File: config.mk
export PLATFORM = sky130hd
export DESIGN_NAME = mips150_instr_encoder_flat
export DESIGN_NICKNAME = d
export VERILOG_FILES = /design/src/rtl/mips150_instr_encoder_if.sv /design/src/rtl/mips150_instr_encoder.sv /design/src/flat_wrapper.sv
export SDC_FILE = /design/constraint.sdc
export NUM_CORES = 1
export LEC_CHECK = 0
export CORE_UTILIZATION = 40
export DETAILED_ROUTE_END_ITERATION = 12
export PLACE_DENSITY = 0.73
export SLEW_MARGIN = 20
export SYNTH_ARGS = -nofsm -noshare
export SYNTH_HDL_FRONTEND = slang
export SYNTH_SLANG_ARGS = --single-unit
File: constraint.sdc
create_clock -name clk -period 2.5 [get_ports clk]
set_input_delay 0.25 -clock clk [delete_from_list [all_inputs] [get_ports clk]]
set_output_delay 0.25 -clock clk [all_outputs]
set_load 0.02 [all_outputs]
File: src/rtl/mips150_instr_encoder_if.sv
// Request/IMEM-write bundle for the MIPS150 instruction encoder.
// master = program builder / IMEM side, slave = encoder.
interface mips150_instr_encoder_if #(
    parameter int ADDR_W = 12,
    parameter int CNT_W  = 16
);
    logic              in_valid;
    logic              in_ready;
    logic [5:0]        in_op;
    logic [4:0]        in_rs;
    logic [4:0]        in_rt;
    logic [4:0]        in_rd;
    logic [4:0]        in_shamt;
    logic [15:0]       in_imm;
    logic [25:0]       in_target;
    logic              addr_load;
    logic [ADDR_W-1:0] addr_value;
    logic              imem_we;
    logic              imem_ready;
    logic [ADDR_W-1:0] imem_addr;
    logic [31:0]       imem_din;
    logic              err;
    logic [CNT_W-1:0]  words_written;
    logic [CNT_W-1:0]  err_count;

    modport master (
        output in_valid, in_op, in_rs, in_rt, in_rd, in_shamt, in_imm, in_target,
               addr_load, addr_value, imem_ready,
        input  in_ready, imem_we, imem_addr, imem_din, err, words_written, err_count
    );

    modport slave (
        input  in_valid, in_op, in_rs, in_rt, in_rd, in_shamt, in_imm, in_target,
               addr_load, addr_value, imem_ready,
        output in_ready, imem_we, imem_addr, imem_din, err, words_written, err_count
    );
endinterface

File: src/rtl/mips150_instr_encoder.sv
// Encodes abstract op requests into MIPS-I machine words and streams them into IMEM
// through a single registered output stage with valid/ready on both sides.
module mips150_instr_encoder #(
    parameter int          ADDR_W    = 12,
    parameter int unsigned BASE_ADDR = 0,
    parameter int          CNT_W     = 16
) (
    input logic clk,
    input logic rst,
    mips150_instr_encoder_if.slave bus
);
    typedef enum logic [5:0] {
        OP_ADDU, OP_SUBU, OP_AND, OP_OR, OP_XOR, OP_NOR, OP_SLT, OP_SLTU,
        OP_SLL, OP_SRL, OP_SRA, OP_SLLV, OP_SRLV, OP_SRAV, OP_JR, OP_JALR,
        OP_ADDIU, OP_SLTI, OP_SLTIU, OP_ANDI, OP_ORI, OP_XORI, OP_LUI,
        OP_LB, OP_LH, OP_LW, OP_LBU, OP_LHU, OP_SB, OP_SH, OP_SW,
        OP_BEQ, OP_BNE, OP_BLEZ, OP_BGTZ, OP_BLTZ, OP_BGEZ, OP_J, OP_JAL
    } op_e;

    typedef enum logic {EMPTY, FULL} state_e;

    localparam logic [ADDR_W-1:0] BASE = ADDR_W'(BASE_ADDR);

    state_e            state_q, state_d;
    logic [ADDR_W-1:0] ptr_q;
    logic [ADDR_W-1:0] addr_q;
    logic [31:0]       din_q;
    logic              err_q;
    logic [CNT_W-1:0]  wcnt_q, ecnt_q;

    logic        legal;
    logic [31:0] word;
    logic        wr_done, ready, accept;

    function automatic logic [31:0] r_word(input logic [4:0] rs, input logic [4:0] rt,
                                           input logic [4:0] rd, input logic [4:0] sh,
                                           input logic [5:0] fn);
        return {6'h00, rs, rt, rd, sh, fn};
    endfunction

    function automatic logic [31:0] i_word(input logic [5:0] opc, input logic [4:0] rs,
                                           input logic [4:0] rt, input logic [15:0] imm);
        return {opc, rs, rt, imm};
    endfunction

    // Field forcing keeps every emitted word canonical so decode round-trips exactly.
    always_comb begin
        legal = 1'b1;
        word  = '0;
        case (bus.in_op)
            OP_ADDU:  word = r_word(bus.in_rs, bus.in_rt, bus.in_rd, 5'd0, 6'h21);
            OP_SUBU:  word = r_word(bus.in_rs, bus.in_rt, bus.in_rd, 5'd0, 6'h23);
            OP_AND:   word = r_word(bus.in_rs, bus.in_rt, bus.in_rd, 5'd0, 6'h24);
            OP_OR:    word = r_word(bus.in_rs, bus.in_rt, bus.in_rd, 5'd0, 6'h25);
            OP_XOR:   word = r_word(bus.in_rs, bus.in_rt, bus.in_rd, 5'd0, 6'h26);
            OP_NOR:   word = r_word(bus.in_rs, bus.in_rt, bus.in_rd, 5'd0, 6'h27);
            OP_SLT:   word = r_word(bus.in_rs, bus.in_rt, bus.in_rd, 5'd0, 6'h2A);
            OP_SLTU:  word = r_word(bus.in_rs, bus.in_rt, bus.in_rd, 5'd0, 6'h2B);
            OP_SLL:   word = r_word(5'd0, bus.in_rt, bus.in_rd, bus.in_shamt, 6'h00);
            OP_SRL:   word = r_word(5'd0, bus.in_rt, bus.in_rd, bus.in_shamt, 6'h02);
            OP_SRA:   word = r_word(5'd0, bus.in_rt, bus.in_rd, bus.in_shamt, 6'h03);
            OP_SLLV:  word = r_word(bus.in_rs, bus.in_rt, bus.in_rd, 5'd0, 6'h04);
            OP_SRLV:  word = r_word(bus.in_rs, bus.in_rt, bus.in_rd, 5'd0, 6'h06);
            OP_SRAV:  word = r_word(bus.in_rs, bus.in_rt, bus.in_rd, 5'd0, 6'h07);
            OP_JR:    word = r_word(bus.in_rs, 5'd0, 5'd0, 5'd0, 6'h08);
            OP_JALR:  word = r_word(bus.in_rs, 5'd0, bus.in_rd, 5'd0, 6'h09);
            OP_ADDIU: word = i_word(6'h09, bus.in_rs, bus.in_rt, bus.in_imm);
            OP_SLTI:  word = i_word(6'h0A, bus.in_rs, bus.in_rt, bus.in_imm);
            OP_SLTIU: word = i_word(6'h0B, bus.in_rs, bus.in_rt, bus.in_imm);
            OP_ANDI:  word = i_word(6'h0C, bus.in_rs, bus.in_rt, bus.in_imm);
            OP_ORI:   word = i_word(6'h0D, bus.in_rs, bus.in_rt, bus.in_imm);
            OP_XORI:  word = i_word(6'h0E, bus.in_rs, bus.in_rt, bus.in_imm);
            OP_LUI:   word = i_word(6'h0F, 5'd0, bus.in_rt, bus.in_imm);
            OP_LB:    word = i_word(6'h20, bus.in_rs, bus.in_rt, bus.in_imm);
            OP_LH:    word = i_word(6'h21, bus.in_rs, bus.in_rt, bus.in_imm);
            OP_LW:    word = i_word(6'h23, bus.in_rs, bus.in_rt, bus.in_imm);
            OP_LBU:   word = i_word(6'h24, bus.in_rs, bus.in_rt, bus.in_imm);
            OP_LHU:   word = i_word(6'h25, bus.in_rs, bus.in_rt, bus.in_imm);
            OP_SB:    word = i_word(6'h28, bus.in_rs, bus.in_rt, bus.in_imm);
            OP_SH:    word = i_word(6'h29, bus.in_rs, bus.in_rt, bus.in_imm);
            OP_SW:    word = i_word(6'h2B, bus.in_rs, bus.in_rt, bus.in_imm);
            OP_BEQ:   word = i_word(6'h04, bus.in_rs, bus.in_rt, bus.in_imm);
            OP_BNE:   word = i_word(6'h05, bus.in_rs, bus.in_rt, bus.in_imm);
            OP_BLEZ:  word = i_word(6'h06, bus.in_rs, 5'd0, bus.in_imm);
            OP_BGTZ:  word = i_word(6'h07, bus.in_rs, 5'd0, bus.in_imm);
            OP_BLTZ:  word = i_word(6'h01, bus.in_rs, 5'h00, bus.in_imm);
            OP_BGEZ:  word = i_word(6'h01, bus.in_rs, 5'h01, bus.in_imm);
            OP_J:     word = {6'h02, bus.in_target};
            OP_JAL:   word = {6'h03, bus.in_target};
            default:  legal = 1'b0;
        endcase
    end

    assign wr_done = (state_q == FULL) && bus.imem_ready;
    assign ready   = (state_q == EMPTY) || wr_done;
    assign accept  = bus.in_valid && ready;

    always_comb begin
        state_d = state_q;
        if (accept)       state_d = legal ? FULL : EMPTY;
        else if (wr_done) state_d = EMPTY;
    end

    always_ff @(posedge clk or posedge rst) begin
        if (rst) state_q <= EMPTY;
        else     state_q <= state_d;
    end

    // ptr_q is the next free word; addr_q is the word currently held for IMEM.
    always_ff @(posedge clk or posedge rst) begin
        if (rst) begin
            ptr_q  <= BASE;
            addr_q <= BASE;
            din_q  <= '0;
            err_q  <= 1'b0;
            wcnt_q <= '0;
            ecnt_q <= '0;
        end else begin
            err_q <= accept && !legal;
            if (accept && legal) begin
                addr_q <= ptr_q;
                din_q  <= word;
                ptr_q  <= ptr_q + ADDR_W'(1);
            end else if (bus.addr_load && state_q == EMPTY && !accept) begin
                ptr_q <= bus.addr_value;
            end
            if (wr_done && wcnt_q != '1)           wcnt_q <= wcnt_q + CNT_W'(1);
            if (accept && !legal && ecnt_q != '1)  ecnt_q <= ecnt_q + CNT_W'(1);
        end
    end

    assign bus.in_ready      = ready;
    assign bus.imem_we       = (state_q == FULL);
    assign bus.imem_addr     = addr_q;
    assign bus.imem_din      = din_q;
    assign bus.err           = err_q;
    assign bus.words_written = wcnt_q;
    assign bus.err_count     = ecnt_q;
endmodule

File: src/flat_wrapper.sv
// flat-port wrapper written by rule: the top's interface ports become plain ports
module mips150_instr_encoder_flat 
#(
    parameter int          ADDR_W    = 12,
    parameter int unsigned BASE_ADDR = 0,
    parameter int          CNT_W     = 16
)
  (clk, rst, bus_in_valid, bus_in_op, bus_in_rs, bus_in_rt, bus_in_rd, bus_in_shamt, bus_in_imm, bus_in_target, bus_addr_load, bus_addr_value, bus_imem_ready, bus_in_ready, bus_imem_we, bus_imem_addr, bus_imem_din, bus_err, bus_words_written, bus_err_count);
  mips150_instr_encoder_if #(.ADDR_W(ADDR_W), .CNT_W(CNT_W)) bus_i ();
  input logic clk;
  input logic rst;
  input wire logic [$bits(bus_i.in_valid)-1:0] bus_in_valid;
  input wire logic [$bits(bus_i.in_op)-1:0] bus_in_op;
  input wire logic [$bits(bus_i.in_rs)-1:0] bus_in_rs;
  input wire logic [$bits(bus_i.in_rt)-1:0] bus_in_rt;
  input wire logic [$bits(bus_i.in_rd)-1:0] bus_in_rd;
  input wire logic [$bits(bus_i.in_shamt)-1:0] bus_in_shamt;
  input wire logic [$bits(bus_i.in_imm)-1:0] bus_in_imm;
  input wire logic [$bits(bus_i.in_target)-1:0] bus_in_target;
  input wire logic [$bits(bus_i.addr_load)-1:0] bus_addr_load;
  input wire logic [$bits(bus_i.addr_value)-1:0] bus_addr_value;
  input wire logic [$bits(bus_i.imem_ready)-1:0] bus_imem_ready;
  output wire logic [$bits(bus_i.in_ready)-1:0] bus_in_ready;
  output wire logic [$bits(bus_i.imem_we)-1:0] bus_imem_we;
  output wire logic [$bits(bus_i.imem_addr)-1:0] bus_imem_addr;
  output wire logic [$bits(bus_i.imem_din)-1:0] bus_imem_din;
  output wire logic [$bits(bus_i.err)-1:0] bus_err;
  output wire logic [$bits(bus_i.words_written)-1:0] bus_words_written;
  output wire logic [$bits(bus_i.err_count)-1:0] bus_err_count;
  assign bus_i.in_valid = bus_in_valid;
  assign bus_i.in_op = bus_in_op;
  assign bus_i.in_rs = bus_in_rs;
  assign bus_i.in_rt = bus_in_rt;
  assign bus_i.in_rd = bus_in_rd;
  assign bus_i.in_shamt = bus_in_shamt;
  assign bus_i.in_imm = bus_in_imm;
  assign bus_i.in_target = bus_in_target;
  assign bus_i.addr_load = bus_addr_load;
  assign bus_i.addr_value = bus_addr_value;
  assign bus_i.imem_ready = bus_imem_ready;
  assign bus_in_ready = bus_i.in_ready;
  assign bus_imem_we = bus_i.imem_we;
  assign bus_imem_addr = bus_i.imem_addr;
  assign bus_imem_din = bus_i.imem_din;
  assign bus_err = bus_i.err;
  assign bus_words_written = bus_i.words_written;
  assign bus_err_count = bus_i.err_count;
  mips150_instr_encoder #(.ADDR_W(ADDR_W), .BASE_ADDR(BASE_ADDR), .CNT_W(CNT_W)) u_core (.clk(clk), .rst(rst), .bus(bus_i));
endmodule
==> results of run 1 <==
## worst register-to-register path: stages, from the launching register on
cell     delay [ps]
dfrtp_1         420
ha_1            240
nand2_1          90
or4_4           450
o211a_1         380
and3_1          240
xor2_1          130
## registers in the layout, indices dropped and copies added (netlist names)
signal and flops:
u_core.bus.imem_we 1, u_core.bus.err_count 16, u_core.bus.imem_addr 12, u_core.bus.err 1
u_core.bus.words_written 16, u_core.ptr_q 12, u_core.bus.imem_din 31
## path summary, 6_finish.rpt
kind	to	startpoint	slack, ps	cells after the start
worst max-delay path	u_core.bus.words_written[7]$_DFFE_PP0P_	u_core.bus.words_written[0]$_DFFE_PP0P_	450	6
worst min-delay path	u_core.bus.words_written[14]$_DFFE_PP0P_	rst	360	3
worst max register to register	u_core.bus.words_written[7]$_DFFE_PP0P_	u_core.bus.words_written[0]$_DFFE_PP0P_	450	6
worst min register to register	u_core.bus.imem_addr[7]$_DFFE_PP0P_	u_core.bus.imem_addr[7]$_DFFE_PP0P_	480	2
max in group asynchronous	u_core.bus.imem_addr[0]$_DFFE_PP0P_	rst	1750	3
min in group clk	u_core.bus.imem_din[16]$_DFFE_PP0P_	bus_in_rt[0]	440	3
## metrics by stage
stage | util, % | hold WS, ps
after floorplan | - | 365.7
after global placement | 57.70 | 455.6
after detailed placement | 57.70 | 462.0
after CTS | 59.90 | 391.0
after global routing | 59.90 | 430.2
final | 59.90 | 360.6
## cell type report
type | instances | area (sq um) | area share [%]
sequential | 89 | 2227 | 34.30
multi-input combinational | 337 | 2032 | 31.29
timing repair buffer | 178 | 1779 | 27.40
tap | 140 | 175.2 | 2.697
clock buffer | 12 | 165.2 | 2.543
clock inverter | 4 | 73.82 | 1.137
inverter | 10 | 41.29 | 0.6358
## cell families after synthesis
logic type	synth area share [%]
AOI/OAI and AO/OA	18.44
muxes	0.5928
and+or+nand+nor	19.76
other	0.08462
xor gates and xnor gates	6.126
buffers and inverters	3.896
DFF	50.25
adders and majority gates	0.8471
## metal layers
| metal | track usage (%) | vias to the layer above | wire length [um] |
|---|---|---|---|
| met5 | 0 | - | 0 |
| met4 | 8.611 | 0 | 225 |
| met3 | 5.993 | 17 | 988 |
| met2 | 37.33 | 163 | 5816 |
| met1 | 28.23 | 2006 | 5110 |
| li1 | - | 2010 | - |
## cells in the final DEF (no fill, tap or decap), drive strengths merged, types with 9 or more instances in the layout
cell type        n
buf             16
and3            17
a222oi          12
nor2            36
dfrtp           89
nand4           15
clkbuf          12
inv              9
o21ai           31
xnor2           27
nand3           15
nand2           84
a21oi           15
clkdlybuf4s50  162
## power by group through the flow
stage	logic, uW	clock network, uW	registers (uW)
6_report	1490	1160	1950
5_1_grt	1620	1250	1990
4_1_cts	1500	1190	1940
3_5_place_dp	1500	0	1970
3_3_place_gp	1460	0	1960
2_1_floorplan	500	0	2190
==> results by group, run 1 <==
Outcome
  • Run status: complete, no violations

Worst setup path
  • Launching element type of the critical path: flop
  • Data arrival time of the critical path: 2310 ps
  • CP Data Required Time: 2760 ps
  • Ordered cell list for the critical path: ha_1 > nand2_1 > or4_4 > o211a_1 > and3_1 > xor2_1
  • Worst Path Max Fanout: 10
  • Worst setup EP type: flop
  • Largest stage delay on the critical path: 450 ps
  • Master of the slowest instance on the critical path: or4_4
  • Count of buffering cells on the critical path with inverters included: 0
  • Type of the worst setup path: reg -> reg
  • Kind of cell with the highest combined delay on the critical path: simple AND/OR/NAND/NOR gates

Drt
  • Sum of routed wire length over all layers: 12140 um
  • First drt pass iteration count: 6
  • Remaining antenna violation count: 0
  • DRC Markers: 0
  • Vias post-DR: 4196
  • Detail-routed via count per cell: 5.449
  • Initial drt markers: 236
  • Routed wirelength normalized by instance count: 15.77 um

Pwr
  • Register share of total power: 42.4%
  • Pwr Total: 4588 uW
  • Internal Dissipation: 3086 uW
  • Largest vdd supply drop: 0.0004351 V
  • Clock network fraction of total power: 25.2%
  • Power per unit of standard cell area: 706.5 mW/mm^2
  • Switching share of total power: 32.74%
  • Static Leak: 0.002758 uW
  • Comb power frac: 32.4%
  • NetSw: 1502 uW

GRT
  • Number of antenna violations at the first check in global routing: 0
  • Number of global-route vias before repair: 4168
  • First-pass GRT wire length: 20310 um
  • Aggregate global routing overflow: 0
  • Maximum number of pins on one net before global-route repair: 90
  • Global-route usage over all layers: 22.58%

STA
  • Tcrit/Tclk final: 82.05%
  • Endpoints failing setup: 0
  • Upper clock frequency limit: 0.4875 GHz
  • Hold Violations, Final: 0
  • Slew HR: 58.79%
  • Worst-case clock skew: 13.11 ps
  • RSZ-0062 raised after global routing: no
  • Final critical-path required period: 2051 ps
  • Slew at the pin with the worst max-slew slack: 614.6 ps
  • Least setup slack across all paths after layout: 448.7 ps
  • Slew Viols, Final: 0
  • Final total negative setup slack: 0 ps

Finish
  • Final standard cell area without fillers: 0.006494 sq mm
  • Net count of the finished layout: 713
  • Non-Filler Instances: 770
  • Fraction of final layout cells with drive strength greater than 1: 6.667%
  • Total of fill cells in the finished design: 964
  • Diode count: 0
  • Synthesis-to-finish area growth: 46.53%

CTS
  • Count of buffers added by post-CTS timing repair for setup: 0
  • Clock slew seen by the registers of the worst setup and hold paths: 90 ps
  • Count of clock tree sinks: 89
  • Maximum number of buffers from clock root to sink: 2
  • Num CTS Buffers: 9
  • Number of hold buffers added after cts: 0
  • Clock latency on the worst-skew pair: 360 ps
  • CTS Root Cell: clkbuf_8
  • Quantity of gates resized following cts: 0
  • CTS H-tree depth: 3
  • CTS tree: built

Placed design
  • Placed inst area: 0.006255 sq mm
  • Pre-CTS WS: 185.7 ps
  • Half-perimeter wire length after detailed placement: 9032 um
  • Final Wtd Congestion: 0.8206
  • Port bufs: 162
  • Number of cells in the design after placement: 754

Synth
  • Syn_nets: 552
  • FFs w/ async S/R, synth: 100.0%
  • Count of cell types in the netlist: 60
  • Yosys top cell area share: 50.25%
  • Number of warnings issued by yosys: 0
  • Cells after synthesis: 464
  • Syn avg cell area: 9.551 sq um
  • Ys flop type: dfrtp_1
  • Most area-consuming cells after synthesis: dfrtp_1, nand2_1, xnor2_1
  • Post-synthesis sequential element count: 89
  • Most frequent cell after synthesis: dfrtp_1
  • Dominant cell type by area after synthesis: dfrtp_1
  • Most instantiated cells after synthesis: dfrtp_1, nand2_1, nor2_1, o21ai_0, xnor2_1
  • Sequential share of the synthesized area: 50.25%
  • Post-synth EDFFs: 0
  • Post-synth design cell area: 0.004432 sq mm

Floorplanning
  • Placement row count: 38
  • Initial core utilization: 40.88%
  • Die outline area: 0.01150 sq mm
  • Die X-Extent: 107.3 um
  • Die extent in y: 107.3 um
  • Top-level port count: 164
  • Core area: 0.01084 sq mm

Min path
  • Class of the worst hold path: in -> async

Job
  • Maximum Capacitance Violations: 0
Note: power is estimated with default switching activity, not from simulation.
==> run 2, diff against run 1 <==
--- a/config.mk
+++ b/config.mk
@@ -5,9 +5,9 @@
 export SDC_FILE = /design/constraint.sdc
 export NUM_CORES = 1
 export LEC_CHECK = 0
-export CORE_UTILIZATION = 40
+export CORE_UTILIZATION = 45
 export DETAILED_ROUTE_END_ITERATION = 12
-export PLACE_DENSITY = 0.73
+export PLACE_DENSITY = 0.78
 export SLEW_MARGIN = 20
 export SYNTH_ARGS = -nofsm -noshare
 export SYNTH_HDL_FRONTEND = slang
==> constraint.sdc (replaced) <==
create_clock -name clk -period 2.1 [get_ports clk]
set_input_delay 0.21 -clock clk [delete_from_list [all_inputs] [get_ports clk]]
set_output_delay 0.21 -clock clk [all_outputs]
set_load 0.02 [all_outputs]
==> results by group, run 2 (same netlist as run 1, synthesis figures left out) <==
Placed design
  • Final Wtd Congestion: 0.8803 (+7.3%)
  • Port bufs: 162 (unchanged)
  • Half-perimeter wire length after detailed placement: 9424 um (+4.3%)

Floorplanning
  • Top-level port count: 164 (unchanged)
  • Core area: 0.009371 sq mm (-14%)
  • Initial core utilization: 47.29% (+6.4 points)
  • Placement row count: 35 (-7.9%)
  • Die outline area: 0.01025 sq mm (-11%)
  • Die X-Extent: 101.2 um (-5.6%)
  • Die extent in y: 101.2 um (-5.6%)

CTS
  • Clock latency on the worst-skew pair: 350 ps (about the same)
  • Num CTS Buffers: 9 (unchanged)
  • CTS tree: built
  • CTS Root Cell: clkbuf_8
  • Maximum number of buffers from clock root to sink: 2 (unchanged)
  • Count of clock tree sinks: 89 (unchanged)
  • Clock slew seen by the registers of the worst setup and hold paths: 90 ps (about the same)
  • CTS H-tree depth: 3 (unchanged)
  • Number of hold buffers added after cts: 0 (unchanged)

Pwr
  • Internal Dissipation: 3361 uW (+8.9%)
  • Switching share of total power: 35.26% (+2.5 points)
  • Clock network fraction of total power: 20.3% (-4.9 points)
  • Register share of total power: 44.8% (+2.4 points)
  • Comb power frac: 34.8% (+2.4 points)
  • Power per unit of standard cell area: 795.8 mW/mm^2 (+13%)
  • Pwr Total: 5192 uW (+13%)
  • NetSw: 1831 uW (+22%)
  • Static Leak: 0.002784 uW (+0.93%)
  • Largest vdd supply drop: 0.0004213 V (-3.2%)

Drt
  • Routed wirelength normalized by instance count: 16.33 um (+3.6%)
  • DRC Markers: 0 (unchanged)
  • Vias post-DR: 4345 (+3.6%)
  • Detail-routed via count per cell: 5.614 (+3.0%)
  • Remaining antenna violation count: 0 (unchanged)
  • Sum of routed wire length over all layers: 12640 um (+4.1%)
  • First drt pass iteration count: 9 (+3)
  • Initial drt markers: 233 (-1.3%)

GRT
  • First-pass GRT wire length: 20220 um (-0.44%)
  • Number of antenna violations at the first check in global routing: 0 (unchanged)
  • Number of global-route vias before repair: 4206 (+0.91%)
  • Global-route usage over all layers: 25.36% (+2.8 points)
  • Aggregate global routing overflow: 0 (unchanged)
  • Maximum number of pins on one net before global-route repair: 90 (unchanged)

Worst setup path
  • Endpoint of the worst-slack reg-to-reg timing path: u_core.bus.words_written[7]$_DFFE_PP0P_
  • Worst Path Max Fanout: 10 (unchanged)
  • Launching point of the worst reg2reg path: u_core.bus.words_written[0]$_DFFE_PP0P_
  • Worst R2R Setup Slack: 110 ps (-340 ps)
  • Data arrival time of the critical path: 2240 ps (-70 ps)
  • Launching element type of the critical path: flop
  • Start point of the critical path: u_core.bus.words_written[0]$_DFFE_PP0P_
  • CP Data Required Time: 2340 ps (-420 ps)
  • Type of the worst setup path: reg -> reg
  • Endpoint of the most critical setup path: u_core.bus.words_written[7]$_DFFE_PP0P_
  • Worst setup EP type: flop
  • Number of cells traversed by the worst register-to-register path: 6 (unchanged)

Finish
  • Leading cell type in the layout, fill and taps excluded: clkdlybuf4s50_1
  • Total of fill cells in the finished design: 745 (-23%)
  • Synthesis-to-finish area growth: 47.23%
  • Max FFs per register: 31 (unchanged)
  • Fraction of final layout cells with drive strength greater than 1: 8.837% (+2.2 points)
  • Diode count: 0 (unchanged)
  • Net count of the finished layout: 729 (+2.2%)
  • Most frequent cells in the layout: clkdlybuf4s50_1, dfrtp_1, nand2_1

STA
  • Worst-case clock skew: 10.87 ps (-2.247 ps)
  • Final critical-path required period: 1994 ps (-57.71 ps)
  • Worst Hold Slack: 327.4 ps (-33.26 ps)
  • Hold Violations, Final: 0 (unchanged)
  • Endpoints failing setup: 0 (unchanged)
  • Tcrit/Tclk final: 94.93% (+13 points)
  • Slew Viols, Final: 0 (unchanged)
  • RSZ-0062 raised after global routing: no
  • Upper clock frequency limit: 0.5016 GHz (+2.9%)

Outcome
  • Run status: complete, no violations

Min path
  • Class of the worst hold path: in -> async

Job
  • Maximum Capacitance Violations: 0 (unchanged)
[run 2: cell types whose count changed in the layout (fill, tap and decap cells not counted), moves of 2 or more]
cell        before  now
clkbuf_8        12    9
bufinv_16        2    0
clkinvlp_4       1    3
buf_4           13   30
[run 2: power by group through the flow]
| stage | logic (uW) | clock network, uW | registers [uW] |
|---|---|---|---|
| after floorplan | 596 | 0 | 2610 |
| after CTS | 1820 | 1090 | 2320 |
| after global routing | 1950 | 1140 | 2370 |
| after global placement | 1770 | 0 | 2330 |
| after detailed placement | 1810 | 0 | 2350 |
| final | 1810 | 1050 | 2330 |
[run 2: final cells by class]
| type | instances | area (sq um) | area share [%] |
|---|---|---|---|
| Sequential cell | 89 | 2227 | 34.13 |
| Multi-Input combinational cell | 337 | 2039 | 31.26 |
| Timing Repair Buffer | 194 | 1887 | 28.92 |
| Tap cell | 129 | 161.4 | 2.474 |
| Clock buffer | 10 | 127.6 | 1.956 |
| Clock inverter | 5 | 41.29 | 0.6328 |
| Inverter | 10 | 41.29 | 0.6328 |
[run 2: timing repair]
| action | CTS | global route |
|---|---|---|
| endpoints found under the setup margin | 0 | 3 |
| setup buffers | 0 | 0 |
| gates resized for setup | 0 | 2 |
[run 2: worst min-delay path by stage]
stage / to / slack [ps] / cells after the start
global route: u_core.bus.words_written[7]$_DFFE_PP0P_ / 370 / 3
global placement: u_core.bus.imem_din[28]$_DFFE_PP0P_ / 450 / 2
CTS: u_core.bus.words_written[7]$_DFFE_PP0P_ / 360 / 3
floorplan: u_core.ptr_q[10]$_DFFE_PP0P_ / 330 / 2
detailed placement: u_core.bus.imem_addr[6]$_DFFE_PP0P_ / 460 / 2
finish: u_core.bus.words_written[7]$_DFFE_PP0P_ / 330 / 3
[run 2: critical path, stage by stage, from the launching register on]
cell,delay [ps]
dfrtp_1,430
ha_1,230
nand2_1,90
or4_4,450
o211a_2,360
and3_1,200
xor2_1,130
[run 2: routing by layer]
metal	vias to the layer above	part of all wire [%]	wire length, um	GRT usage (%)
li1	2037	-	-	-
met1	2112	43	5411	32.53
met2	175	48	6017	42.02
met3	21	8.0	1012	6.625
met4	0	1.6	199	8.138
met5	-	0	0	0
[run 2: metrics by stage]
step           cell area [sq um]  utilization [%]  instances  setup slack, ps  setup TNS, ps
2_1_floorplan               4436                -        464            98.90              0
3_3_place_gp                6349            67.74        759           -130.6          -1386
3_5_place_dp                6349            67.74        759           -132.9          -1464
4_1_cts                     6518            69.55        774            89.95              0
5_1_grt                     6525            69.63        774            50.81              0
6_report                    6525            69.63        774            106.4              0
